[config.mk]
export PLATFORM = sky130hd
export DESIGN_NAME = ifu_fetch
export DESIGN_NICKNAME = d
export VERILOG_FILES = /design/src/rtl/riscv_pkg.sv /design/src/rtl/ifu_fifo.sv /design/src/rtl/ifu_fetch.sv
export SDC_FILE = /design/constraint.sdc
export NUM_CORES = 1
export LEC_CHECK = 0
export ABC_AREA = 0
export CAP_MARGIN = 20
export CORE_AREA = 4 4 183 185
export CTS_BUF_LIST = sky130_fd_sc_hd__clkbuf_2
export DETAILED_ROUTE_END_ITERATION = 10
export DIE_AREA = 0 0 187 189
export GPL_TIMING_DRIVEN = 0
export PLACE_DENSITY = 0.74
export SLEW_MARGIN = 20
export SYNTH_ARGS = -nofsm -noshare
export SYNTH_HDL_FRONTEND = slang
export SYNTH_SLANG_ARGS = --single-unit
[constraint.sdc]
create_clock -name clk -period 3.15 [get_ports clk]
set_input_delay 0.4725 -clock clk [delete_from_list [all_inputs] [get_ports clk]]
set_output_delay 0.4725 -clock clk [all_outputs]
set_load 0.05 [all_outputs]
[src/rtl/riscv_pkg.sv]
// Shared front-end constants and types used by the fetch unit and its queues.
package riscv_pkg;

  localparam int unsigned INST_WIDTH = 32;
  localparam int unsigned ADDR_WIDTH = 32;
  localparam logic [ADDR_WIDTH-1:0] RESET_PC = 32'h0000_0000;
  localparam logic [ADDR_WIDTH-1:0] PC_STEP  = 32'd4;

  typedef struct packed {
    logic [INST_WIDTH-1:0] inst;
    logic [ADDR_WIDTH-1:0] pc;
  } fq_entry_t;

endpackage

[src/rtl/ifu_fifo.sv]
// Small synchronous FIFO with flush, occupancy count and registered head.
// DEPTH must be a power of two (>= 2) so the pointers wrap naturally.
module ifu_fifo #(
  parameter int unsigned WIDTH = 32,
  parameter int unsigned DEPTH = 4,
  localparam int unsigned AW = $clog2(DEPTH),
  localparam int unsigned CW = $clog2(DEPTH) + 1
) (
  input  logic             clk,
  input  logic             rst_n,
  input  logic             push_i,
  input  logic [WIDTH-1:0] data_i,
  input  logic             pop_i,
  input  logic             flush_i,
  output logic [CW-1:0]    count_o,
  output logic [WIDTH-1:0] head_o
);

  logic [WIDTH-1:0] mem_q [DEPTH];
  logic [AW-1:0]    wr_ptr_q, wr_ptr_d;
  logic [AW-1:0]    rd_ptr_q, rd_ptr_d;
  logic [CW-1:0]    count_q, count_d;
  logic             do_push, do_pop;

  // A push into a full queue is accepted only when a pop frees a slot in the same cycle.
  always_comb begin
    do_pop   = pop_i && (count_q != '0);
    do_push  = push_i && ((count_q != CW'(DEPTH)) || do_pop);
    wr_ptr_d = wr_ptr_q;
    rd_ptr_d = rd_ptr_q;
    count_d  = count_q;
    if (flush_i) begin
      wr_ptr_d = '0;
      rd_ptr_d = '0;
      count_d  = '0;
    end else begin
      if (do_push) wr_ptr_d = wr_ptr_q + AW'(1);
      if (do_pop)  rd_ptr_d = rd_ptr_q + AW'(1);
      count_d = count_q + CW'(do_push) - CW'(do_pop);
    end
  end

  always_ff @(posedge clk or negedge rst_n) begin
    if (!rst_n) begin
      wr_ptr_q <= '0;
      rd_ptr_q <= '0;
      count_q  <= '0;
    end else begin
      wr_ptr_q <= wr_ptr_d;
      rd_ptr_q <= rd_ptr_d;
      count_q  <= count_d;
    end
  end

  always_ff @(posedge clk) begin
    if (do_push && !flush_i) mem_q[wr_ptr_q] <= data_i;
  end

  assign count_o = count_q;
  assign head_o  = mem_q[rd_ptr_q];

endmodule

[src/rtl/ifu_fetch.sv]
// Instruction fetch unit: sequential PC generation, in-order request tagging and a
// credit-limited fetch queue toward decode. Macro IFU_ALIGN_CHK_EN adds misaligned-redirect halting.
module ifu_fetch #(
  parameter int unsigned INST_WIDTH = riscv_pkg::INST_WIDTH,
  parameter int unsigned ADDR_WIDTH = riscv_pkg::ADDR_WIDTH,
  parameter logic [ADDR_WIDTH-1:0] RESET_PC = riscv_pkg::RESET_PC,
  parameter int unsigned FQ_DEPTH = 4
) (
  input  logic                  clk,
  input  logic                  rst_n,
  output logic                  imem_req_vld,
  input  logic                  imem_req_rdy,
  output logic [ADDR_WIDTH-1:0] imem_req_addr,
  input  logic                  imem_rsp_vld,
  input  logic [INST_WIDTH-1:0] imem_rsp_data,
  input  logic                  redirect_vld,
  input  logic [ADDR_WIDTH-1:0] redirect_pc,
  input  logic                  dec_stall,
`ifdef IFU_ALIGN_CHK_EN
  output logic                  ifu_misalign,
`endif
  output logic                  ifu_vld,
  output logic [INST_WIDTH-1:0] ifu_inst,
  output logic [ADDR_WIDTH-1:0] ifu_pc
);

  import riscv_pkg::*;

  localparam int unsigned CW = $clog2(FQ_DEPTH) + 1;
  localparam int unsigned FW = INST_WIDTH + ADDR_WIDTH;

  // Handshakes: a transfer happens in any cycle where valid and ready are both high at the
  // rising edge; imem responses are never back-pressured; decode pops when ifu_vld && !dec_stall.
  logic [ADDR_WIDTH-1:0] pc_q, pc_d, redir_pc;
  logic [CW-1:0]         out_q, out_d, drop_q, drop_d;
  logic [CW-1:0]         fq_count, tag_count;
  logic [CW:0]           credit_used;
  logic [ADDR_WIDTH-1:0] tag_head;
  logic [FW-1:0]         fq_head;
  logic                  req_fire, rsp_take, rsp_keep, pop_fire, fetch_hold;

`ifdef IFU_ALIGN_CHK_EN
  logic misalign_q, misalign_d;

  always_comb begin
    misalign_d = misalign_q;
    if (redirect_vld) misalign_d = (redirect_pc[1:0] != 2'b00);
  end

  always_ff @(posedge clk or negedge rst_n) begin
    if (!rst_n) misalign_q <= 1'b0;
    else        misalign_q <= misalign_d;
  end

  assign redir_pc     = redirect_pc;
  assign fetch_hold   = misalign_q;
  assign ifu_misalign = misalign_q;
`else
  assign redir_pc   = redirect_pc & ~ADDR_WIDTH'(3);
  assign fetch_hold = 1'b0;
`endif

  // Every request in flight or buffered holds a queue slot, so the fetch queue cannot overflow.
  assign credit_used  = {1'b0, out_q} + {1'b0, fq_count};
  assign imem_req_vld = rst_n && !redirect_vld && !fetch_hold &&
                        (credit_used < (CW+1)'(FQ_DEPTH));
  assign imem_req_addr = pc_q;

  assign req_fire = imem_req_vld && imem_req_rdy;
  assign rsp_take = imem_rsp_vld && (out_q != '0);
  assign rsp_keep = rsp_take && (drop_q == '0) && (tag_count != '0);
  assign pop_fire = ifu_vld && !dec_stall && !redirect_vld;

  always_comb begin
    pc_d   = pc_q;
    out_d  = out_q;
    drop_d = drop_q;
    if (redirect_vld) begin
      // Nothing issues this cycle, so everything still in flight afterwards is stale.
      pc_d   = redir_pc;
      out_d  = out_q - CW'(rsp_take);
      drop_d = out_q - CW'(rsp_take);
    end else begin
      if (req_fire) pc_d = pc_q + ADDR_WIDTH'(PC_STEP);
      out_d = out_q + CW'(req_fire) - CW'(rsp_take);
      if (rsp_take && (drop_q != '0)) drop_d = drop_q - CW'(1);
    end
  end

  always_ff @(posedge clk or negedge rst_n) begin
    if (!rst_n) begin
      pc_q   <= RESET_PC;
      out_q  <= '0;
      drop_q <= '0;
    end else begin
      pc_q   <= pc_d;
      out_q  <= out_d;
      drop_q <= drop_d;
    end
  end

  ifu_fifo #(
    .WIDTH (ADDR_WIDTH),
    .DEPTH (FQ_DEPTH)
  ) u_tag_q (
    .clk     (clk),
    .rst_n   (rst_n),
    .push_i  (req_fire),
    .data_i  (pc_q),
    .pop_i   (rsp_keep && !redirect_vld),
    .flush_i (redirect_vld),
    .count_o (tag_count),
    .head_o  (tag_head)
  );

  ifu_fifo #(
    .WIDTH (FW),
    .DEPTH (FQ_DEPTH)
  ) u_fetch_q (
    .clk     (clk),
    .rst_n   (rst_n),
    .push_i  (rsp_keep && !redirect_vld),
    .data_i  ({imem_rsp_data, tag_head}),
    .pop_i   (pop_fire),
    .flush_i (redirect_vld),
    .count_o (fq_count),
    .head_o  (fq_head)
  );

  assign ifu_vld  = (fq_count != '0);
  assign ifu_inst = ifu_vld ? fq_head[FW-1 -: INST_WIDTH] : '0;
  assign ifu_pc   = ifu_vld ? fq_head[ADDR_WIDTH-1:0] : '0;

endmodule

==> flow_summary.ini, run 1 <==
[sta]
post-route-min-period_ps = 3030
slew_headroom = 0.456
tightest_slew_ps = 814
rsz0062_at_grt = true
tns_ps = 0
hold_violations = 0
final_max_slew_viol_count = 0
setup_slack_ps = 121
skew_ps = 96.7
timing.final.crit_share = 0.962
max_freq_mhz = 330
setup_viol = 0

[global_route]
grt_first_pass_wirelength_mm = 53.3
antenna_found_initial = 2
track_usage = 0.192
grt_max_degree = 52
overflow = 0
grt_pass1_vias = 9753

[yosys]
ys_warn_count = 0
syn_area_sq_um = 16800
synth_top_cell_area_share = 0.658
synth.distinct_cells = 45
syn_area_per_cell_sq_um = 18.6
synth_xor_area_frac = 0.00991
ys_seq_area_frac = 0.733
synth_area_leaders = edfxtp_1 66%, mux4_2 12%, dfrtp_1 7.5%, nor2b_1 2.5%, ha_1 1.6%
synth_compound_area_frac = 0.0227
synth_top_cell_by_area = edfxtp_1
synth_ff_type = edfxtp_1
synth-seq-cells = 418
synthAdderAreaFrac = 0.0192
synth_mux_area_frac = 0.129
synth_cells = 903
synth_top_family_by_area = multiplexers
synth-edff-count = 368
synthSimpleGateAreaFrac = 0.0684
async_reset_ff_frac = 0.120

[final_layout]
finalNonFillerCells = 1690
drive_gt1_frac = 0.305
layout.nets = 1290
area_delta_synth_final_pct = 19.9

[worst_setup_path]
cp_cell_sequence = buf_12 > buf_6 > mux4_2 > nor2b_1 > buf_2
critical_path.top_delay_family = buffers and inverters
critPathSlowestCell = mux4_2
crit_buf_inv = 3
cp-end-kind = output port
arrival_ps = 2560
crit_fanout = 10
cpPeakStageDelay_ps = 520
crit_type = flip-flop to output port
worstSetupStartpointType = flip-flop
cp.required_ps = 2680

[run_status]
status = completed

[floorplanning]
fp.dieW_um = 187
coreArea_sq_um = 32000
pin_count = 168
die_area_sq_um = 35300
rows = 66
die_y_um = 189
initial_core_util = 0.524

[routing]
dr.pass1.iters = 4
vias_per_cell = 5.51
wl_per_cell_um = 20.7
drtIter0Drc = 597
drc = 0
drt.antenna.violating_nets = 0
dr_total_vias = 9318
drt_wl_total_mm = 35.0

[clock_tree]
clockBufferDepth = 3
htreeDepth = 3
clk_latency_ps = 940
cts-root-buf = clkbuf_2
cts_tree = yes
cts_buffers = 101
clkTransAtPathRegs_ps = 120
clkSinkCount = 418

[placed_design]
place_congestion = 0.845
io_buffers = 161
dp.final_hpwl_mm = 21.5
pre_cts_ws_ps = -564
place_inst = 1483

[power_and_ir_drop]
power.leakage_nw = 7.06
power.density_nw_per_um2 = 691
vdd_drop_max_v = 0.000370

[min_path]
hp-class = input port to flip-flop

[job]
drv_cap = 0
## logic make-up after synthesis
kind of cell,Yosys count
flip-flops,418
AND/OR/NAND/NOR,210
multiplexers,101
buffers and inverters,71
AO/OA/AOI/OAI,59
adder cells (fa/ha/maj),24
XOR/XNOR,19
other,1
## worst min-delay path, delay by kind of cell
| kind | cells | cell delay (ps) |
|---|---|---|
| AO/OA/AOI/OAI | 1 | 80 |
| AND/OR/NAND/NOR | 1 | 80 |
| buffers and inverters | 1 | 390 |
## final timing paths
kind | start | end | slack (ps) | depth (start not counted)
hold / removal | redirect_pc[25] | imem_req_addr[25]$_DFFE_PN0N_ | 110 | 3
setup reg to reg | out_q[2]$_DFF_PN0_ | out_q[2]$_DFF_PN0_ | 210 | 12
max in group asynchronous | rst_n | imem_req_addr[5]$_DFFE_PN0N_ | 1340 | 4
hold reg to reg | u_fetch_q.wr_ptr_q[0]$_DFFE_PN0P_ | u_fetch_q.wr_ptr_q[0]$_DFFE_PN0P_ | 550 | 1
min in group asynchronous | rst_n | imem_req_addr[15]$_DFFE_PN0N_ | 590 | 4
setup / recovery | u_fetch_q.rd_ptr_q[0]$_DFFE_PN0P_ | ifu_inst[26] | 120 | 5
## stage by stage
stage,cell area (sq um),hold slack (ps),utilization,power (W)
after global placement,18900,533,0.591,0.0106
after detailed placement,19100,545,0.597,0.0106
after floorplan,16800,177,-,0.00925
after CTS,20000,6.01,0.623,0.0140
after global routing,20100,8.25,0.628,0.0147
final,20100,112,0.628,0.0139
## sequential cells by signal (all words and copies together), names as in the netlist
signal,cells
u_fetch_q.wr_ptr_q,2
u_tag_q.wr_ptr_q,2
u_tag_q.count_o,3
u_fetch_q.mem_q,248
u_fetch_q.count_o,3
u_fetch_q.rd_ptr_q,2
out_q,3
u_tag_q.rd_ptr_q,2
imem_req_addr,30
drop_q,3
u_tag_q.mem_q,120
## cell usage after synthesis, drive strengths merged (2+ instances only)
library cell  number
nand2b             5
or3b               3
xor2              10
edfxtp           368
and4               2
nand4             15
clkbuf            29
xnor2              9
ha                21
nand3             12
or3                3
nand2             44
a22o               2
a41oi              2
nor2              28
a21oi              8
nor3               9
mux2i              4
a31oi              4
mux2               5
nor4               3
o211ai             7
buf               17
o21ai             26
o311ai             6
and2               8
mux4              92
fa                 3
inv               25
dfrtp             50
and3               6
o31ai              2
nor2b             68
## area by class of cell
class / instances / area, sq um
inverter: 25 / 93.8
buffer: 43 / 280
antenna: 2 / 5.00
clock buffer: 146 / 731
tap: 408 / 510
timing repair buffer: 187 / 1700
multi-input combinational: 420 / 4260
fill: 2365 / 11900
clock inverter: 41 / 234
sequential: 418 / 12300
## per-layer routing
| metal | track usage | share of wire | vias to the layer above | routed length [um] |
|---|---|---|---|---|
| met4 | 0.0631 | 0.012 | 0 | 437 |
| li1 | - | - | 4226 | - |
| met3 | 0.0509 | 0.072 | 35 | 2520 |
| met5 | 0 | 0 | - | 0 |
| met2 | 0.316 | 0.50 | 361 | 17300 |
| met1 | 0.254 | 0.42 | 4696 | 14700 |
## cell usage in the layout (no fill, tap or decap), types with 13 or more instances in the layout
cell type / instances
edfxtp_1: 368
clkbuf_2: 155
clkdlybuf4s50_1: 96
mux4_2: 92
nor2b_1: 67
buf_2: 57
dfrtp_1: 47
nand2_1: 44
clkinv_1: 29
nor2_1: 28
o21ai_0: 26
inv_1: 24
ha_1: 21
buf_4: 18
nand4_1: 15
clkbuf_1: 13
## power breakdown
group / switching [W] / internal [W]
Clock: 0.00212 / 0.00143
Sequential: 0.000236 / 0.00627
Combinational: 0.00254 / 0.00132
Total: 0.00490 / 0.00902
## repair_timing
action	CTS	global route
gates resized for setup	348	29
hold buffers	6	3
endpoints found under the hold margin	55	16
setup endpoints to repair	65	179
pin swaps	0	3
cloned	0	3
setup buffers	5	4
Power figures use the tool's default switching activity.
==> run 2: changes to the inputs <==
--- a/config.mk
+++ b/config.mk
@@ -13,7 +13,6 @@
 export DIE_AREA = 0 0 187 189
 export GPL_TIMING_DRIVEN = 0
 export PLACE_DENSITY = 0.74
-export SLEW_MARGIN = 20
 export SYNTH_ARGS = -nofsm -noshare
 export SYNTH_HDL_FRONTEND = slang
 export SYNTH_SLANG_ARGS = --single-unit
==> flow_summary.ini, run 2 (same netlist as run 1, synthesis figures left out) <==
[run_status]
status = completed

[final_layout]
area_delta_synth_final_pct = 22.5
final_area_sq_um = 20600
fill_cells = 2294
final_cell_mix = 368 x edfxtp_1, 159 x clkbuf_2, 96 x clkdlybuf4s50_1
largest_reg_flops = 248
final_common_cell = edfxtp_1
drive_gt1_frac = 0.319
finalNonFillerCells = 1686
largest-register = u_fetch_q.mem_q
layout.nets = 1285

[sta]
tightest_slew_ps = 802
skew_ps = 84.0
slew_headroom = 0.466
tns_ps = 0
max_freq_mhz = 326
hold_violations = 0
hold_slack_ps = 141
setup_viol = 0
rsz0062_at_grt = true
timing.final.crit_share = 0.974
final_max_slew_viol_count = 0
post-route-min-period_ps = 3070

[placed_design]
dp.final_hpwl_mm = 21.0
place_inst = 1480
placed_area_sq_um = 19000
place_congestion = 0.845
io_buffers = 161

[floorplanning]
initial_core_util = 0.524
coreArea_sq_um = 32000
rows = 66
fp.dieW_um = 187
die_y_um = 189
pin_count = 168
die_area_sq_um = 35300

[clock_tree]
clkSinkCount = 418
cts-root-buf = clkbuf_2
clkTransAtPathRegs_ps = 110
htreeDepth = 3
cts_buffers = 100
clk_latency_ps = 910
cts_tree = yes
clockBufferDepth = 3

[worst_setup_path]
crit_fanout = 6
r2r_setup_slack_ps = 130
worstSetupStartpointType = flip-flop
reg2reg_depth = 13
r2r_end = out_q[2]$_DFF_PN0_
arrival_ps = 2600
r2r_start = u_fetch_q.count_o[1]$_DFF_PN0_
cp-end-kind = output port
cp.required_ps = 2680
crit_type = flip-flop to output port

[min_path]
min_path_cells = 3
hp-class = input port to flip-flop
min_from = redirect_pc[8]
min_to = imem_req_addr[8]$_DFFE_PN0N_

[routing]
drt.antenna.violating_nets = 0
vias_per_cell = 5.46
drt_wl_total_mm = 33.8
wl_per_cell_um = 20.1
dr.pass1.iters = 5
drc = 0
drtIter0Drc = 467
dr_total_vias = 9204

[global_route]
grt_first_pass_wirelength_mm = 53.3
overflow = 0
antenna_found_initial = 1
grt_max_degree = 59
grt_pass1_vias = 9776
track_usage = 0.192

[power_and_ir_drop]
power.density_nw_per_um2 = 706
vdd_drop_max_v = 0.000392
power.leakage_nw = 7.18

[job]
drv_cap = 0
==> run 2: cell count changes in the layout (fill, tap and decap cells not counted), sizes merged <==
cell / previous run / this run
and2: 11 / 8
clkinvlp: 3 / 2
clkinv: 36 / 29
diode: 2 / 1
buf: 99 / 93
dlygate4sd3: 8 / 6
clkbuf: 171 / 186
dlygate4sd2: 1 / 2
==> run 2: cell type report <==
type	count	area, sq um	share of cell area
Buffer	44	329	0.0160
Clock inverter	33	206	0.0100
Clock buffer	155	776	0.0377
Timing Repair Buffer	185	2040	0.0992
Multi-Input combinational cell	417	4300	0.209
Antenna cell	1	2.50	0.000122
Tap cell	408	510	0.0248
Sequential cell	418	12300	0.599
Inverter	25	93.8	0.00456
==> run 2: through the flow <==
| stage | utilization | worst slack [ps] | total power [W] |
|---|---|---|---|
| 2_1_floorplan | - | 379 | 0.00925 |
| 3_3_place_gp | 0.591 | -2590 | 0.0106 |
| 3_5_place_dp | 0.594 | -523 | 0.0106 |
| 4_1_cts | 0.623 | -128 | 0.0140 |
| 5_1_grt | 0.642 | -81.8 | 0.0153 |
| 6_report | 0.642 | 81.3 | 0.0145 |
==> run 2: worst max path at each step <==
| stage | start | endpoint | slack [ps] | cells after the start |
|---|---|---|---|---|
| detailed placement | rst_n | out_q[2]$_DFF_PN0_ | -520 | 13 |
| CTS | u_fetch_q.rd_ptr_q[0]$_DFFE_PN0P_ | ifu_pc[2] | -130 | 5 |
| global placement | rst_n | u_tag_q.mem_q[0][8]$_DFFE_PP_ | -2590 | 7 |
| global route | u_fetch_q.rd_ptr_q[0]$_DFFE_PN0P_ | ifu_inst[19] | -80 | 5 |
| floorplan | u_fetch_q.count_o[1]$_DFF_PN0_ | out_q[2]$_DFF_PN0_ | 380 | 13 |
| finish | u_fetch_q.rd_ptr_q[0]$_DFFE_PN0P_ | ifu_inst[19] | 80 | 5 |
==> run 2: report_power, final <==
part	internal, W	leakage [nW]	switching (W)
Sequential	0.00627	3.94	0.000244
Combinational	0.00178	2.51	0.00267
Clock	0.00149	0.740	0.00208
==> run 2: what timing repair did <==
item | in CTS | in global routing
gates cloned | 0 | 7
resized for setup | 348 | 196
setup endpoints to repair | 65 | 130
setup buffers | 5 | 0
hold endpoints to repair | 54 | 0
pin swaps | 0 | 0
hold buffers | 7 | 0
==> run 2: per-layer routing <==
layer	vias to the layer above	track usage	wire length, um
li1	4198	-	-
met1	4636	0.256	14200
met2	331	0.318	16900
met3	39	0.0498	2290
met4	0	0.0586	432
met5	-	0	0
==> run 2: worst max-delay path, cell delays in order, from the launching register on <==
cell and delay [ps]:
dfrtp_4 510, buf_12 180, clkbuf_16 170, mux4_2 490, nor2b_1 140, buf_2 210
